--- src/rtl/branch_decoder_unit_pkg.sv ---
// Shared control-flow source encoding produced by the EX-stage branch decoder.
package branch_decoder_unit_pkg;

  typedef enum logic [1:0] {
    PcPlus4,
    PcOrReadDataPlusImm,
    Mepc,
    Sepc
  } pc_src_t;

endpackage

--- src/rtl/pc_redirect_controller_pkg.sv ---
// Types and helpers for the PC redirect controller.
package pc_redirect_controller_pkg;

  import branch_decoder_unit_pkg::*;

  typedef enum logic [1:0] {
    Idle,
    Redirect,
    Drain
  } state_t;

  localparam int unsigned DrainCntWidth = 4;

  // A not-taken resolve is the only resolve that leaves the fetch stream alone.
  function automatic logic is_redirect_event(logic trap_req, logic resolve_valid,
                                             pc_src_t pc_src);
    return trap_req | (resolve_valid & (pc_src != PcPlus4));
  endfunction

endpackage

--- src/rtl/redirect_target_mux.sv ---
// Priority selection of the redirect target: trap vector first, then the decoder's choice.
module redirect_target_mux
  import branch_decoder_unit_pkg::*;
#(
  parameter int unsigned Width = 64
) (
  input  logic             trap_req_i,
  input  pc_src_t          pc_src_i,
  input  logic [Width-1:0] pc_plus_4_i,
  input  logic [Width-1:0] branch_target_i,
  input  logic [Width-1:0] mepc_i,
  input  logic [Width-1:0] sepc_i,
  input  logic [Width-1:0] trap_vector_i,
  output logic [Width-1:0] target_o
);

  always_comb begin
    target_o = pc_plus_4_i;
    if (trap_req_i) begin
      target_o = trap_vector_i;
    end else begin
      case (pc_src_i)
        Mepc:                target_o = mepc_i;
        Sepc:                target_o = sepc_i;
        PcOrReadDataPlusImm: target_o = branch_target_i;
        default:             target_o = pc_plus_4_i;
      endcase
    end
  end

endmodule

--- src/rtl/pc_redirect_controller.sv ---
// Sequences branch/trap redirects into fetch: latch target, flush/stall, then drain wrong path.
// Optional BRANCH_STATS_EN adds taken/not-taken resolve counters.
module pc_redirect_controller
  import branch_decoder_unit_pkg::*;
  import pc_redirect_controller_pkg::*;
#(
  parameter int unsigned Width       = 64,
  parameter int unsigned DrainCycles = 2
) (
  input  logic             clock_i,
  input  logic             reset_n_i,
  input  logic             resolve_valid_i,
  input  pc_src_t          pc_src_i,
  input  logic [Width-1:0] pc_plus_4_i,
  input  logic [Width-1:0] branch_target_i,
  input  logic [Width-1:0] mepc_i,
  input  logic [Width-1:0] sepc_i,
  input  logic             trap_req_i,
  input  logic [Width-1:0] trap_vector_i,
  input  logic             fetch_ready_i,
  output logic             redirect_valid_o,
  output logic [Width-1:0] redirect_pc_o,
  output logic             flush_o,
  output logic             stall_o,
  output logic             discard_fetch_o,
  output logic             busy_o
`ifdef BRANCH_STATS_EN
  ,
  output logic [31:0]      taken_count_o,
  output logic [31:0]      not_taken_count_o
`endif
);

  localparam logic [DrainCntWidth-1:0] DrainInit =
      (DrainCycles == 0) ? '0 : DrainCntWidth'(DrainCycles - 1);

  state_t                   state_q, state_d;
  logic [DrainCntWidth-1:0] cnt_q, cnt_d;
  logic [Width-1:0]         pc_q, pc_d;
  logic                     valid_q, valid_d;
  logic                     flush_q, flush_d;
  logic                     stall_q, stall_d;
  logic                     discard_q, discard_d;
  logic [Width-1:0]         target;
  logic                     evt;
  logic                     handshake;

  redirect_target_mux #(
    .Width (Width)
  ) u_target_mux (
    .trap_req_i      (trap_req_i),
    .pc_src_i        (pc_src_i),
    .pc_plus_4_i     (pc_plus_4_i),
    .branch_target_i (branch_target_i),
    .mepc_i          (mepc_i),
    .sepc_i          (sepc_i),
    .trap_vector_i   (trap_vector_i),
    .target_o        (target)
  );

  assign evt       = is_redirect_event(trap_req_i, resolve_valid_i, pc_src_i);
  assign handshake = valid_q & fetch_ready_i;

  always_comb begin
    state_d   = state_q;
    cnt_d     = cnt_q;
    pc_d      = pc_q;
    valid_d   = valid_q;
    flush_d   = flush_q;
    stall_d   = stall_q;
    discard_d = discard_q;
    unique case (state_q)
      Idle: begin
        if (evt) begin
          state_d = Redirect;
          pc_d    = target;
          valid_d = 1'b1;
          flush_d = 1'b1;
          stall_d = 1'b1;
        end
      end
      Redirect: begin
        // A trap overrides the pending target; with a handshake the old target was consumed.
        if (trap_req_i) begin
          pc_d = target;
        end else if (handshake) begin
          valid_d = 1'b0;
          flush_d = 1'b0;
          stall_d = 1'b0;
          if (DrainCycles == 0) begin
            state_d = Idle;
          end else begin
            state_d   = Drain;
            cnt_d     = DrainInit;
            discard_d = 1'b1;
          end
        end
      end
      Drain: begin
        if (trap_req_i) begin
          state_d   = Redirect;
          pc_d      = target;
          valid_d   = 1'b1;
          flush_d   = 1'b1;
          stall_d   = 1'b1;
          discard_d = 1'b0;
        end else if (cnt_q == '0) begin
          state_d   = Idle;
          discard_d = 1'b0;
        end else begin
          cnt_d = cnt_q - 1'b1;
        end
      end
      default: begin
        state_d   = Idle;
        valid_d   = 1'b0;
        flush_d   = 1'b0;
        stall_d   = 1'b0;
        discard_d = 1'b0;
      end
    endcase
  end

  always_ff @(posedge clock_i or negedge reset_n_i) begin
    if (!reset_n_i) begin
      state_q   <= Idle;
      cnt_q     <= '0;
      pc_q      <= '0;
      valid_q   <= 1'b0;
      flush_q   <= 1'b0;
      stall_q   <= 1'b0;
      discard_q <= 1'b0;
    end else begin
      state_q   <= state_d;
      cnt_q     <= cnt_d;
      pc_q      <= pc_d;
      valid_q   <= valid_d;
      flush_q   <= flush_d;
      stall_q   <= stall_d;
      discard_q <= discard_d;
    end
  end

  assign redirect_valid_o = valid_q;
  assign redirect_pc_o    = pc_q;
  assign flush_o          = flush_q;
  assign stall_o          = stall_q;
  assign discard_fetch_o  = discard_q;
  assign busy_o           = (state_q != Idle);

`ifdef BRANCH_STATS_EN
  logic [31:0] taken_q, taken_d;
  logic [31:0] not_taken_q, not_taken_d;

  // Only resolves seen in Idle are real; outside Idle the pipeline is being flushed.
  always_comb begin
    taken_d     = taken_q;
    not_taken_d = not_taken_q;
    if ((state_q == Idle) && resolve_valid_i) begin
      if (pc_src_i == PcOrReadDataPlusImm) taken_d = taken_q + 32'd1;
      if (pc_src_i == PcPlus4) not_taken_d = not_taken_q + 32'd1;
    end
  end

  always_ff @(posedge clock_i or negedge reset_n_i) begin
    if (!reset_n_i) begin
      taken_q     <= '0;
      not_taken_q <= '0;
    end else begin
      taken_q     <= taken_d;
      not_taken_q <= not_taken_d;
    end
  end

  assign taken_count_o     = taken_q;
  assign not_taken_count_o = not_taken_q;
`else
  // Statistics counters are not built.
`endif

endmodule

--- config.mk ---
export PLATFORM = sky130hd
export DESIGN_NAME = pc_redirect_controller
export DESIGN_NICKNAME = d
export VERILOG_FILES = /design/src/rtl/branch_decoder_unit_pkg.sv /design/src/rtl/pc_redirect_controller_pkg.sv /design/src/rtl/redirect_target_mux.sv /design/src/rtl/pc_redirect_controller.sv
export SDC_FILE = /design/constraint.sdc
export NUM_CORES = 1
export LEC_CHECK = 0
export ABC_AREA = 1
export BUFFER_PORTS_ARGS = -buffer_cell sky130_fd_sc_hd__clkbuf_2
export CAP_MARGIN = 20
export CORE_AREA = 4 4 150 152
export DETAILED_ROUTE_END_ITERATION = 16
export DIE_AREA = 0 0 154 156
export GPL_TIMING_DRIVEN = 0
export PLACE_DENSITY = 0.65
export SLEW_MARGIN = 10
export SYNTH_ARGS = -nofsm -noshare
export SYNTH_HDL_FRONTEND = slang
export SYNTH_HIERARCHICAL = 1
export SYNTH_SLANG_ARGS = --single-unit
--- constraint.sdc ---
create_clock -name clock_i -period 1.64 [get_ports clock_i]
set_input_delay 0.082 -clock clock_i [delete_from_list [all_inputs] [get_ports clock_i]]
set_output_delay 0.082 -clock clock_i [all_outputs]
set_load 0.03 [all_outputs]
# == After elaboration in Yosys (flattened, before gate mapping) ==
# Cells that the tools add are included.
# classes
n_addsub,1
bitwise,4
n_mux,26
eq_ne,13
reduce_logical,12
# ops
operator,n
64-bit 2-to-1 mux,3
64-bit one-hot mux with 3 select lines,1
64-bit one-hot mux with 2 select lines,1
4-bit 2-to-1 mux,4
"2-bit inequality test, second input constant",6
4-bit AND reduction,3
2-bit 2-to-1 mux,5
1-bit 2-to-1 mux,8
4-bit one-hot mux with 2 select lines,1
2-bit nonzero test,4
"2-bit equality test, second input constant",3
1-bit one-hot mux with 3 select lines,2
2-bit one-hot mux with 3 select lines,1
5-bit AND reduction,1
"2-bit by 1-bit equality test with 1-bit output, second input constant",2
4-bit zero test,1
"4-bit by 1-bit subtractor with 4-bit output, second input constant",1
"3-bit inequality test, second input constant",1
3-bit AND reduction,1
1-bit AND,2
2-bit zero test,1
"2-bit by 1-bit inequality test with 1-bit output, second input constant",1
2-bit OR reduction,1
1-bit NOT,1
1-bit OR,1
# word_totals
regBits,72
in_bits,327
wordCells,61

# == Longest topological paths before layout ==
# Gate-level depths: netlist (run 1).
# depth
word_depth,5
mapped_depth,10
mapped_depth_nobuf,8

# == Modules after synthesis ==
# Netlist (run 1), hierarchy kept.
# by_module_without_submodules
module,area_each_um2,instances,cells_each
redirect_target_mux,3239.4,1,640
pc_redirect_controller,3083.0,1,358

# == Least setup slack after synthesis (run 1) ==
# Ideal clock, no wire load.
# synth_timing
path_type,register to register
startpoint,register state_q[0]
endpoint,register pc_q[10] (netlist: redirect_pc_o[10])
path_stages_with_launch,10
path_slack_ns,0.086
t_arrival_ns,1.489
path_cell_list,dfrtp_1 inv_1 ha_1 inv_2 nor2_1 nand2_2 buf_4 buf_2 nand3_1 nand2_1
# synth_between
elab_chain_len,4
# synth_lines
item,line_no,source
from (decl),pc_redirect_controller.sv:37,"state_t state_q, state_d;"
from (signal assigned),pc_redirect_controller.sv:126,state_q <= Idle;
from (signal assigned),pc_redirect_controller.sv:134,state_q <= state_d;
2-bit equality test / 2-bit by 1-bit equality test with 1-bit output (equally long branches),pc_redirect_controller.sv:72,unique case (state_q)
2-bit OR reduction (no line),--,
2-bit by 1-bit inequality test with 1-bit output (no line) / 2-bit nonzero test (equally long branches),--,
3-bit AND reduction (no line),--,
to (signal assigned),pc_redirect_controller.sv:136,pc_q <= pc_d;
to (decl),pc_redirect_controller.sv:39,"logic [Width-1:0] pc_q, pc_d;"
# Parallel ways exist; a longest one is shown, timed or not.
# A chain may end at the register's enable or synchronous reset.

# == Worst setup path after layout (run 1) ==
# layout_timing
startpoint,register state_q[1]
endpoint,register pc_q[60] (netlist: redirect_pc_o[60])
# The elaborated chain is that of the path after synthesis.

==> key figures, run 1 <==
Outcome
  – Outcome: finished, final reports clean

Global routing
  – Vias in the first global route: about 8300
  – Global Route met2 Usage: between 40 and 50%
  – Total Routing Usage GR: between 20 and 30%
  – Global-route wire length before repair: between 40000 and 50000 microns
  – Maximum number of pins on one net before global-route repair: 40
  – Gr busiest metal: met2
  – Global Route met1 Usage: 30.4%
  – Initial antenna violation count: 3
  – Grt total ovfl: 0
  – Grt met3 use: 4.85%

Power and ir drop
  – Pwr dens: 1470 mW/mm^2
  – Peak VDD IR: 0.000721 V
  – Pint: 6.95 mW
  – Flop pwr share: roughly 23%
  – Static Leak: roughly 5.5 nW
  – Total power: ~14 mW
  – Switch share: about half
  – Comb power frac: about 60%
  – Clock power frac: 15.5%
  – Sw Pwr: ~6.7 mW

STA
  – Crit share post-route: a little over nine tenths
  – Slew HR: a little under half
  – Final hold violations: 0
  – Peak Freq: 616 MHz
  – Fin worst setup slack: roughly 0.017 ns
  – Worst-Margin Slew: slightly above 0.8 ns
  – Slew Limit Fails: 0
  – Total Neg Setup Slack: 0 ns
  – RSZ-0062 raised after global routing: true
  – Final setup violation count: 0
  – Clk_skew: slightly above 0.008 ns
  – Fin crit period: 1.62 ns

Floorplanning
  – Die area: around 0.024 sq mm
  – CORE AREA: roughly 0.021 sq mm
  – Die H: around 160 microns
  – Initial Util: between 30% and 40%
  – Std cell rows: 53
  – Die Width: roughly 150 microns
  – I/O Pins: about 400

Yosys
  – Synth top area share: around 28%
  – YS warnings: 6
  – Commonest cells in the netlist: nand2_1 (371), nand3_1 (240), inv_1 (75), dfrtp_1 (72), a21oi_1 (65)
  – Synth Area per Inst: 6.33 sq um
  – Post-synth ARST share: 100%
  – Post-synth EDFFs: 0
  – Synthesized Nets: about 1300
  – Yosys reg bits: approximately 70
  – Unique masters post-synth: 21
  – Area leader, netlist: dfrtp_1
  – Ys flop type: dfrtp_1
  – Cell Area, Synth: around 0.0063 sq mm
  – Most common cell in the netlist: nand2_1
  – Register area share after synthesis: between 20% and 30%
  – Post-synthesis instance total: 998
  – Ranking of synthesized cells by area: dfrtp_1 (28%), nand2_1 (22%), nand3_1 (19%), o21bai_2 (8.4%), a21oi_1 (5.1%)

Min path
  – Hold/Removal Path Class: in -> reg
  – Worst Hold Depth: 5

Flow run
  – MaxCap Viol Count: 0

Finish
  – Post-layout net count: roughly 1700
  – Growth of design area from synthesis to finish: 46.6%
  – Layout cells sized above 1: about 38%
  – FILL cells: 2326
  – Final instance area: slightly above 0.009 sq mm
  – Final core utilization: 44.1%

CTS
  – CTS Buffer Depth: 2
  – Clock transition at the registers of the reported paths: roughly 0.070 ns
  – Clock latency on the worst-skew pair: about 0.34 ns
  – Inserted Clock Buffers: 9
  – CTS tree: done
  – H-tree depth: 3
  – Root Buffer: clkbuf_16
  – TritonCTS Sinks: between 70 and 80

Critical path
  – CP Capture Type: flop
  – Crit-path max FO: 10
  – Setup crit end: redirect_pc_o[60]
  – Crit Path Class: reg -> reg
  – R2R cell count: 8
  – Element type at the critical path start: flop
  – R2r startpoint: state_q[1]
  – Crit path from: state_q[1]
  – Crit path required time: 1.87 ns
  – Setup slack, reg-to-reg: 0.02 ns
  – Arr. time, crit path: ~1.9 ns
  – RR Endpoint: redirect_pc_o[60]

Place
  – DP Wirelength: 25200 microns
  – Post-place setup slack: -0.355 ns
  – Global placement routability congestion: between 0.9 and 1
  – Port bufs: roughly 400
  – Post-Place Cell Area: between 0.008 and 0.009 sq mm

Detailed routing
  – Post-route ant nets: 0
  – Remaining DRCs: 0
  – Iter 0 DRT Violations: 579
  – Wire per inst: roughly 19 microns
  – Vias per std cell: 4.91
  – Final Routed Wirelength: between 30000 and 40000 microns
  – DR vias: ~8300
  – DR pass1 iterations: 5
## critical path, cell delays in order, from the launching register on
cell and delay [ns]:
dfrtp_1 0.40, inv_2 0.10, ha_4 0.22, o21ai_4 0.23, buf_12 0.16, nand2_8 0.09, buf_4 0.20, nand2_1 0.07
nand2_1 0.05
## flip-flops by register name (all words and copies together), names as in the netlist
register	cells
state_q	2
stall_o	1
redirect_pc_o	64
discard_fetch_o	1
cnt_q	4
## placed cells by master, fill, tap and decap left out, drive strengths merged
cell,instances
a21oi,65
clkinv,2
inv,78
dfrtp,72
nand3,240
o21ai,7
clkbuf,433
nand2,374
diode,1
or2,1
buf,65
o21bai,64
ha,6
nand4,4
bufinv,1
dlygate4sd3,1
nor2,6
clkinvlp,2
## layer usage
metal | wire (microns) | share of wire [%]
met4 | 978 | 3.0
met5 | 27 | 0.084
met2 | 16100 | 50
met1 | 12800 | 40
met3 | 2350 | 7.3
## worst min-delay path by stage
stage / start / to
after floorplan: reset_n_i / cnt_q[0]
after global placement: trap_vector_i[18] / redirect_pc_o[18]
after detailed placement: reset_n_i / redirect_pc_o[55]
after CTS: trap_vector_i[0] / redirect_pc_o[0]
after global routing: trap_vector_i[62] / redirect_pc_o[62]
final: trap_vector_i[0] / redirect_pc_o[0]
## logic make-up (layout without fill, tap and decap cells)
group | after synthesis | after routing | synth area share, %
DFF | 72 | 72 | 28.5
AOI/OAI and AO/OA | 136 | 136 | 16.1
and+or+nand+nor | 624 | 625 | 42.2
adders and majority gates | 6 | 6 | 1.19
other | 0 | 1 | 0
buffers and inverters | 160 | 582 | 12.0
## power groups by stage
| stage | clock network, mW | logic [mW] | registers, mW |
|---|---|---|---|
| 6_report | 2.11 | 8.39 | 3.14 |
| 5_1_grt | 2.21 | 9.15 | 3.24 |
| 4_1_cts | 2.16 | 8.04 | 3.13 |
| 3_5_place_dp | 0 | 7.31 | 3.16 |
| 3_3_place_gp | 0 | 7.21 | 3.13 |
| 2_1_floorplan | 0 | 3.30 | 4.59 |
## final cells by class
| type | count | area [sq um] | share of cell area (%) |
|---|---|---|---|
| multi-input cells | 767 | 3840 | 41.5 |
| repair buffers | 406 | 2130 | 23.0 |
| flip-flops and latches | 72 | 1800 | 19.4 |
| plain buffers | 82 | 542 | 5.85 |
| well taps | 275 | 344 | 3.71 |
| inverters | 78 | 295 | 3.19 |
| clock buffers | 11 | 253 | 2.73 |
| clock inverters | 5 | 55.1 | 0.594 |
| diodes | 1 | 2.50 | 0.0270 |
## per-stage QoR
stage / hold WS, ns / instances
finish: 0.0728 / 1697
global route: 0.0790 / 1697
CTS: 0.0532 / 1693
detailed placement: 0.127 / 1669
global placement: 0.409 / 1668
floorplan: -0.214 / 998
## what timing repair did
action                                  CTS  global route
gates resized for setup                  29            17
endpoints found under the setup margin   67            70
hold buffers                              1             0
pin swaps                                 1             2
hold endpoints to repair                 33             0
setup buffers                             6             1
cloned                                    1             2
No activity file was read; power rests on OpenSTA's default activity.
==> run 2: changes to the inputs <==
--- a/config.mk
+++ b/config.mk
@@ -8,13 +8,12 @@
 export ABC_AREA = 1
 export BUFFER_PORTS_ARGS = -buffer_cell sky130_fd_sc_hd__clkbuf_2
 export CAP_MARGIN = 20
-export CORE_AREA = 4 4 150 152
+export CORE_AREA = 4 4 151 153
 export DETAILED_ROUTE_END_ITERATION = 16
-export DIE_AREA = 0 0 154 156
+export DIE_AREA = 0 0 155 157
 export GPL_TIMING_DRIVEN = 0
-export PLACE_DENSITY = 0.65
+export PLACE_DENSITY = 0.63
 export SLEW_MARGIN = 10
 export SYNTH_ARGS = -nofsm -noshare
 export SYNTH_HDL_FRONTEND = slang
-export SYNTH_HIERARCHICAL = 1
 export SYNTH_SLANG_ARGS = --single-unit
==> run 2 against run 1 <==
Net effect:
- first-iteration DRC count grew 0.69%
- flip-flop and latch count is the same
- cell count did not move
- combinational power grew 15%
- critical path depth up 2
- clock skew fell by 0.00083 ns
- sequential share of layout area increased by 0.53 points
- hold slack worse by 0.016 ns
- via count shrank 2.1%
- die area rose by 1.3%
- critical endpoint is now redirect_pc_o[36]
==> key figures, run 2 <==
Outcome
  – Outcome: finished, final reports clean

Floorplanning
  – Std cell rows: between 50 and 60
  – CORE AREA: about 0.022 sq mm
  – Die area: about 0.024 sq mm
  – Die H: 157 microns
  – I/O Pins: a little under 400
  – Die Width: roughly 160 microns
  – Initial Util: between 20% and 30%

Yosys
  – Synth Area per Inst: between 6 and 7 sq um
  – Commonest cells in the netlist: nand2_1 (282), nand3_1 (264), nor2_1 (113), inv_1 (75), dfrtp_1 (72)
  – Post-synth EDFFs: 0
  – Post-synthesis instance total: around 990
  – Most common cell in the netlist: nand2_1
  – Cell Area, Synth: ~0.0060 sq mm
  – YS warnings: 0
  – Ys flop type: dfrtp_1
  – Unique masters post-synth: 23
  – Synth top area share: 30.0%
  – Ranking of synthesized cells by area: dfrtp_1 (30%), nand3_1 (22%), nand2_1 (18%), nor2_1 (7.1%), a21oi_1 (5.4%)
  – Post-synth ARST share: 100%
  – Register area share after synthesis: between 30% and 40%
  – Area leader, netlist: dfrtp_1
  – Yosys reg bits: 72
  – Synthesized Nets: around 1300

Global routing
  – Maximum number of pins on one net before global-route repair: 38
  – Global-route wire length before repair: 40500 microns
  – Total Routing Usage GR: about a fifth
  – Grt total ovfl: 0
  – Vias in the first global route: around 7600
  – Initial antenna violation count: 0

Finish
  – Post-layout net count: between 1500 and 2000
  – Layout cells sized above 1: a little under two fifths
  – Growth of design area from synthesis to finish: 50.5%
  – Non-filler cells, final: 1697
  – Commonest non-fill, non-tap cell in the layout: clkbuf_2
  – Final core utilization: a little over two fifths
  – Most frequent cells in the layout: clkbuf_2 (392), nand2_1 (281), nand3_1 (263)
  – Largest register FFs: 64

CTS
  – H-tree depth: 3
  – TritonCTS Sinks: 72
  – CTS tree: done
  – Inserted Clock Buffers: 9
  – Root Buffer: clkbuf_16
  – Clock latency on the worst-skew pair: 0.34 ns
  – Clock transition at the registers of the reported paths: about 0.06 ns
  – CTS Buffer Depth: 2

STA
  – Slew Limit Fails: 0
  – Peak Freq: between 600 and 700 MHz
  – Fin worst setup slack: roughly 0.044 ns
  – Clk_skew: 0.00722 ns
  – Hold Slack: 0.0567 ns
  – Crit share post-route: a little over nine tenths
  – Fin crit period: about 1.6 ns
  – Final hold violations: 0
  – Final setup violation count: 0
  – RSZ-0062 raised after global routing: true
  – Slew HR: 64.3%
  – Worst-Margin Slew: approximately 0.54 ns

Power and ir drop
  – Clock power frac: between 10% and 20%
  – Switch share: 48.6%
  – Flop pwr share: between 20 and 25%
  – Static Leak: between 5 and 6 nW
  – Total power: 14.9 mW
  – Pint: 7.64 mW
  – Sw Pwr: just over 7 mW
  – Pwr dens: between 1500 and 2000 mW/mm^2
  – Comb power frac: 65.0%
  – Peak VDD IR: just under 0.0008 V

Critical path
  – Cells along the critical path: inv_2 -> ha_4 -> nand2_2 -> o21ai_4 -> nand2_4 -> buf_12 -> clkbuf_16 -> nor2_2 -> nand2_1 -> nand2_1
  – CP Capture Type: flop
  – Crit path required time: approximately 1.9 ns
  – Element type at the critical path start: flop
  – Largest stage delay on the critical path: 0.40 ns
  – CP max-delay cell: dfrtp_1
  – Arr. time, crit path: 1.82 ns
  – Crit-path max FO: 6
  – Crit Path Class: reg -> reg
  – Most frequent CP cell: nand2_1

Detailed routing
  – Post-route ant nets: 0
  – DR pass1 iterations: 6
  – Iter 0 DRT Violations: ~600
  – Final Routed Wirelength: roughly 28000 microns
  – Vias per std cell: between 4 and 5
  – DR vias: about 8200
  – Remaining DRCs: 0
  – Wire per inst: around 16 microns

Place
  – Port bufs: 393
  – Post-place setup slack: -0.145 ns
  – Inst Count DP: about 1700
  – DP Wirelength: 21800 microns
  – Global placement routability congestion: 0.975

Flow run
  – MaxCap Viol Count: 0

Min path
  – Hold/Removal Path Class: in -> reg
run 2: cell type report:
| type | count | area, sq um |
|---|---|---|
| fill | 2359 | 12500 |
| inverter | 77 | 294 |
| sequential | 72 | 1800 |
| timing repair buffer | 408 | 2220 |
| clock inverter | 7 | 72.6 |
| clock buffer | 9 | 225 |
| tap | 280 | 350 |
| buffer | 78 | 527 |
| multi-input combinational | 765 | 3530 |
| antenna | 1 | 2.50 |
run 2: power by group through the flow:
stage               clock [mW]  combinational (mW)  sequential, mW
global route              2.13                10.6            3.34
floorplan                    0                3.93            4.80
detailed placement           0                8.09            3.23
finish                    1.97                9.66            3.22
global placement             0                7.99            3.22
CTS                       2.05                8.60            3.21
run 2: through the flow:
step	instance area (sq um)	TNS [ns]
6_report	9020	0
5_1_grt	9020	-1.03
4_1_cts	8750	0
3_5_place_dp	8340	-5.61
3_3_place_gp	8310	-19.13
2_1_floorplan	6000	0
run 2: path summary, 6_finish.rpt:
| path | from | to | slack (ns) | cells past startpoint |
|---|---|---|---|---|
| setup / recovery | state_q[1] | redirect_pc_o[36] | 0.04 | 10 |
| hold / removal | pc_plus_4_i[10] | redirect_pc_o[10] | 0.06 | 5 |
| setup reg to reg | state_q[1] | redirect_pc_o[36] | 0.04 | 10 |
| hold reg to reg | redirect_pc_o[37] | redirect_pc_o[37] | 0.48 | 2 |
| max in group asynchronous | reset_n_i | redirect_pc_o[48] | 0.74 | 3 |
| min in group asynchronous | reset_n_i | redirect_pc_o[13] | 0.29 | 2 |
run 2: timing repair:
action                                  in CTS  in global routing
cloned                                       1                  6
pin swaps                                    3                 10
hold buffers                                 1                  0
resized for setup                           16                 32
endpoints found under the setup margin      64                 67
endpoints found under the hold margin       36                  0
setup buffers                                4                  2
run 2: cells by family (layout without fill, tap and decap cells):
kind of cell / after synthesis / count (layout) / share of synthesized area [%]
AO/OA/AOI/OAI: 71 / 71 / 5.99
XOR/XNOR: 1 / 1 / 0.146
adder cells (fa/ha/maj): 7 / 7 / 1.46
buffers and inverters: 156 / 579 / 12.7
flip-flops: 72 / 72 / 30.0
other: 0 / 1 / 0
AND/OR/NAND/NOR: 686 / 686 / 49.7
run 2: routing by layer:
layer	routed length, microns	up-vias	global-route usage, %
met4	854	0	7.86
met3	2020	49	3.85
met5	0	-	0
li1	-	4033	-
met1	11600	3686	27.6
met2	13500	395	35.0
run 2: worst max-delay path, delay by kind of cell, from the launching register on:
kind / cells / cell delay, ns
AOI/OAI and AO/OA: 1 / 0.06
buffers and inverters: 3 / 0.43
DFF: 1 / 0.40
and+or+nand+nor: 5 / 0.38
adders and majority gates: 1 / 0.22
==> run 3: changes to the inputs <==
--- a/config.mk
+++ b/config.mk
@@ -13,6 +13,7 @@
 export DIE_AREA = 0 0 155 157
 export GPL_TIMING_DRIVEN = 0
 export PLACE_DENSITY = 0.63
+export SETUP_SLACK_MARGIN = 0.3
 export SLEW_MARGIN = 10
 export SYNTH_ARGS = -nofsm -noshare
 export SYNTH_HDL_FRONTEND = slang
==> run 3 against run 2 <==
Net effect:
- critical path depth is 1 lower
- wire length is 2.9% higher
- setup slack lost 0.025 ns
- critical path type unchanged
- largest cell class unchanged
==> key figures, run 3 (same netlist as run 2, synthesis figures left out) <==
Outcome
  – Outcome: finished, final reports clean

STA
  – Total Neg Setup Slack: 0 ns
  – Peak Freq: roughly 600 MHz
  – Final setup violation count: 0
  – RSZ-0062 raised after global routing: true
  – Final hold violations: 0
  – Clk_skew: 0.00745 ns
  – Slew Limit Fails: 0
  – Worst-Margin Slew: around 0.56 ns
  – Fin crit period: 1.62 ns
  – Crit share post-route: 98.8%
  – Slew HR: between 60% and 70%

CTS
  – Clock transition at the registers of the reported paths: roughly 0.060 ns
  – Inserted Clock Buffers: 9
  – CTS Buffer Depth: 2
  – TritonCTS Sinks: between 70 and 80
  – Root Buffer: clkbuf_16
  – Clock latency on the worst-skew pair: roughly 0.34 ns
  – H-tree depth: 3
  – CTS tree: done

Critical path
  – Crit path required time: between 1.5 and 2 ns
  – Arr. time, crit path: 1.88 ns
  – Cells along the critical path: inv_2 -> ha_4 -> o21ai_4 -> nand2_8 -> buf_12 -> buf_6 -> nor2_1 -> nand2_1 -> nand2_1
  – Crit-path max FO: 10
  – Most frequent CP cell: nand2_1
  – CP max-delay cell: dfrtp_1
  – Crit Path Class: reg -> reg
  – Largest stage delay on the critical path: 0.40 ns
  – CP top delay family: buffers and inverters
  – CP bufs+invs: 3
  – Element type at the critical path start: flop
  – CP Capture Type: flop

Finish
  – Register area: approximately 0.0018 sq mm
  – Growth of design area from synthesis to finish: 54.7%
  – Area taken by multi-input logic gates: between 0.003 and 0.004 sq mm
  – Largest register FFs: between 60 and 70
  – FILL cells: ~2300
  – Antenna cells: 0
  – Commonest non-fill, non-tap cell in the layout: clkbuf_2
  – Non-filler cells, final: 1697
  – Post-layout net count: 1749
  – Layout cells sized above 1: between 40% and 50%
  – Final core utilization: between 40 and 50%
  – Most frequent cells in the layout: clkbuf_2 (391), nand2_1 (265), nand3_1 (259)

Min path
  – Hold/Removal Path Class: in -> reg

Global routing
  – Total Routing Usage GR: 22.3%
  – Grt total ovfl: 0
  – Initial antenna violation count: 0
  – Maximum number of pins on one net before global-route repair: 38
  – Global-route wire length before repair: 42500 microns
  – Vias in the first global route: roughly 8000

Floorplanning
  – Die area: about 0.024 sq mm
  – Std cell rows: 54
  – I/O Pins: 396
  – Die Width: between 150 and 200 microns
  – CORE AREA: around 0.022 sq mm
  – Initial Util: 27.8%
  – Die H: about 160 microns

Place
  – Port bufs: 393
  – DP Wirelength: roughly 22000 microns
  – Inst Count DP: 1667
  – Global placement routability congestion: ~0.9

Power and ir drop
  – Static Leak: ~5.3 nW
  – Peak VDD IR: just under 0.0008 V
  – Pwr dens: between 1500 and 2000 mW/mm^2

Detailed routing
  – Final Routed Wirelength: 28800 microns
  – DR vias: approximately 8200
  – Vias per std cell: between 4 and 5
  – DR pass1 iterations: 6
  – Iter 0 DRT Violations: 580
  – Wire per inst: between 15 and 20 microns
  – Post-route ant nets: 0
  – Remaining DRCs: 0

Flow run
  – MaxCap Viol Count: 0
-- run 3: tightest hold or removal path: stages --
cell and delay [ns]:
clkbuf_2 0.07, a21oi_1 0.05, nand3_1 0.06, nand2_1 0.05
nand2_1 0.04
-- run 3: area by class of cell --
| cell class | instances | area share [%] |
|---|---|---|
| Tap cell | 280 | 3.78 |
| Multi-Input combinational cell | 765 | 40.9 |
| Sequential cell | 72 | 19.4 |
| Clock buffer | 12 | 2.77 |
| Buffer | 79 | 5.95 |
| Timing Repair Buffer | 411 | 23.9 |
| Clock inverter | 1 | 0.0540 |
| Inverter | 77 | 3.20 |
-- run 3: path summary, 6_finish.rpt --
path                                  start                end  slack, ns  cells after the start
min                         pc_plus_4_i[38]  redirect_pc_o[38]       0.06                      5
min in group asynchronous         reset_n_i    discard_fetch_o       0.29                      2
min reg2reg                redirect_pc_o[4]   redirect_pc_o[4]       0.48                      2
max                              state_q[1]  redirect_pc_o[35]       0.02                      9
max reg2reg                      state_q[1]  redirect_pc_o[35]       0.02                      9
max in group asynchronous         reset_n_i  redirect_pc_o[42]       0.73                      3
-- run 3: stage by stage --
| stage | hold slack [ns] | total power, mW | setup WS [ns] | area, sq um |
|---|---|---|---|---|
| 2_1_floorplan | -0.214 | 8.85 | 0.181 | 6040 |
| 3_3_place_gp | 0.403 | 11.4 | -0.266 | 8350 |
| 3_5_place_dp | 0.130 | 11.5 | -0.0483 | 8380 |
| 4_1_cts | 0.0469 | 14.6 | 0.0774 | 8980 |
| 5_1_grt | 0.0756 | 16.6 | -0.0381 | 9280 |
| 6_report | 0.0623 | 15.4 | 0.0190 | 9280 |
-- run 3: metal layers --
metal  track usage [%]  vias up  share of wire (%)
met5                 0        -                  0
met3              3.85       74                7.6
li1                  -     4039                  -
met1              27.8     3742                 40
met2              38.0      386                 49
met4              9.71        0                3.6
-- run 3: where the power goes --
group	internal (mW)	switching, mW
logic	4.01	6.33
clock network	1.08	0.723
registers	2.72	0.552
-- run 3: repair_timing --
action / 4_1_cts / 5_1_grt
hold buffers: 1 / 0
gates resized for setup: 49 / 71
setup buffers: 9 / 3
pin swaps: 7 / 13
endpoints found under the setup margin: 73 / 73
cloned: 3 / 1
endpoints found under the hold margin: 35 / 0
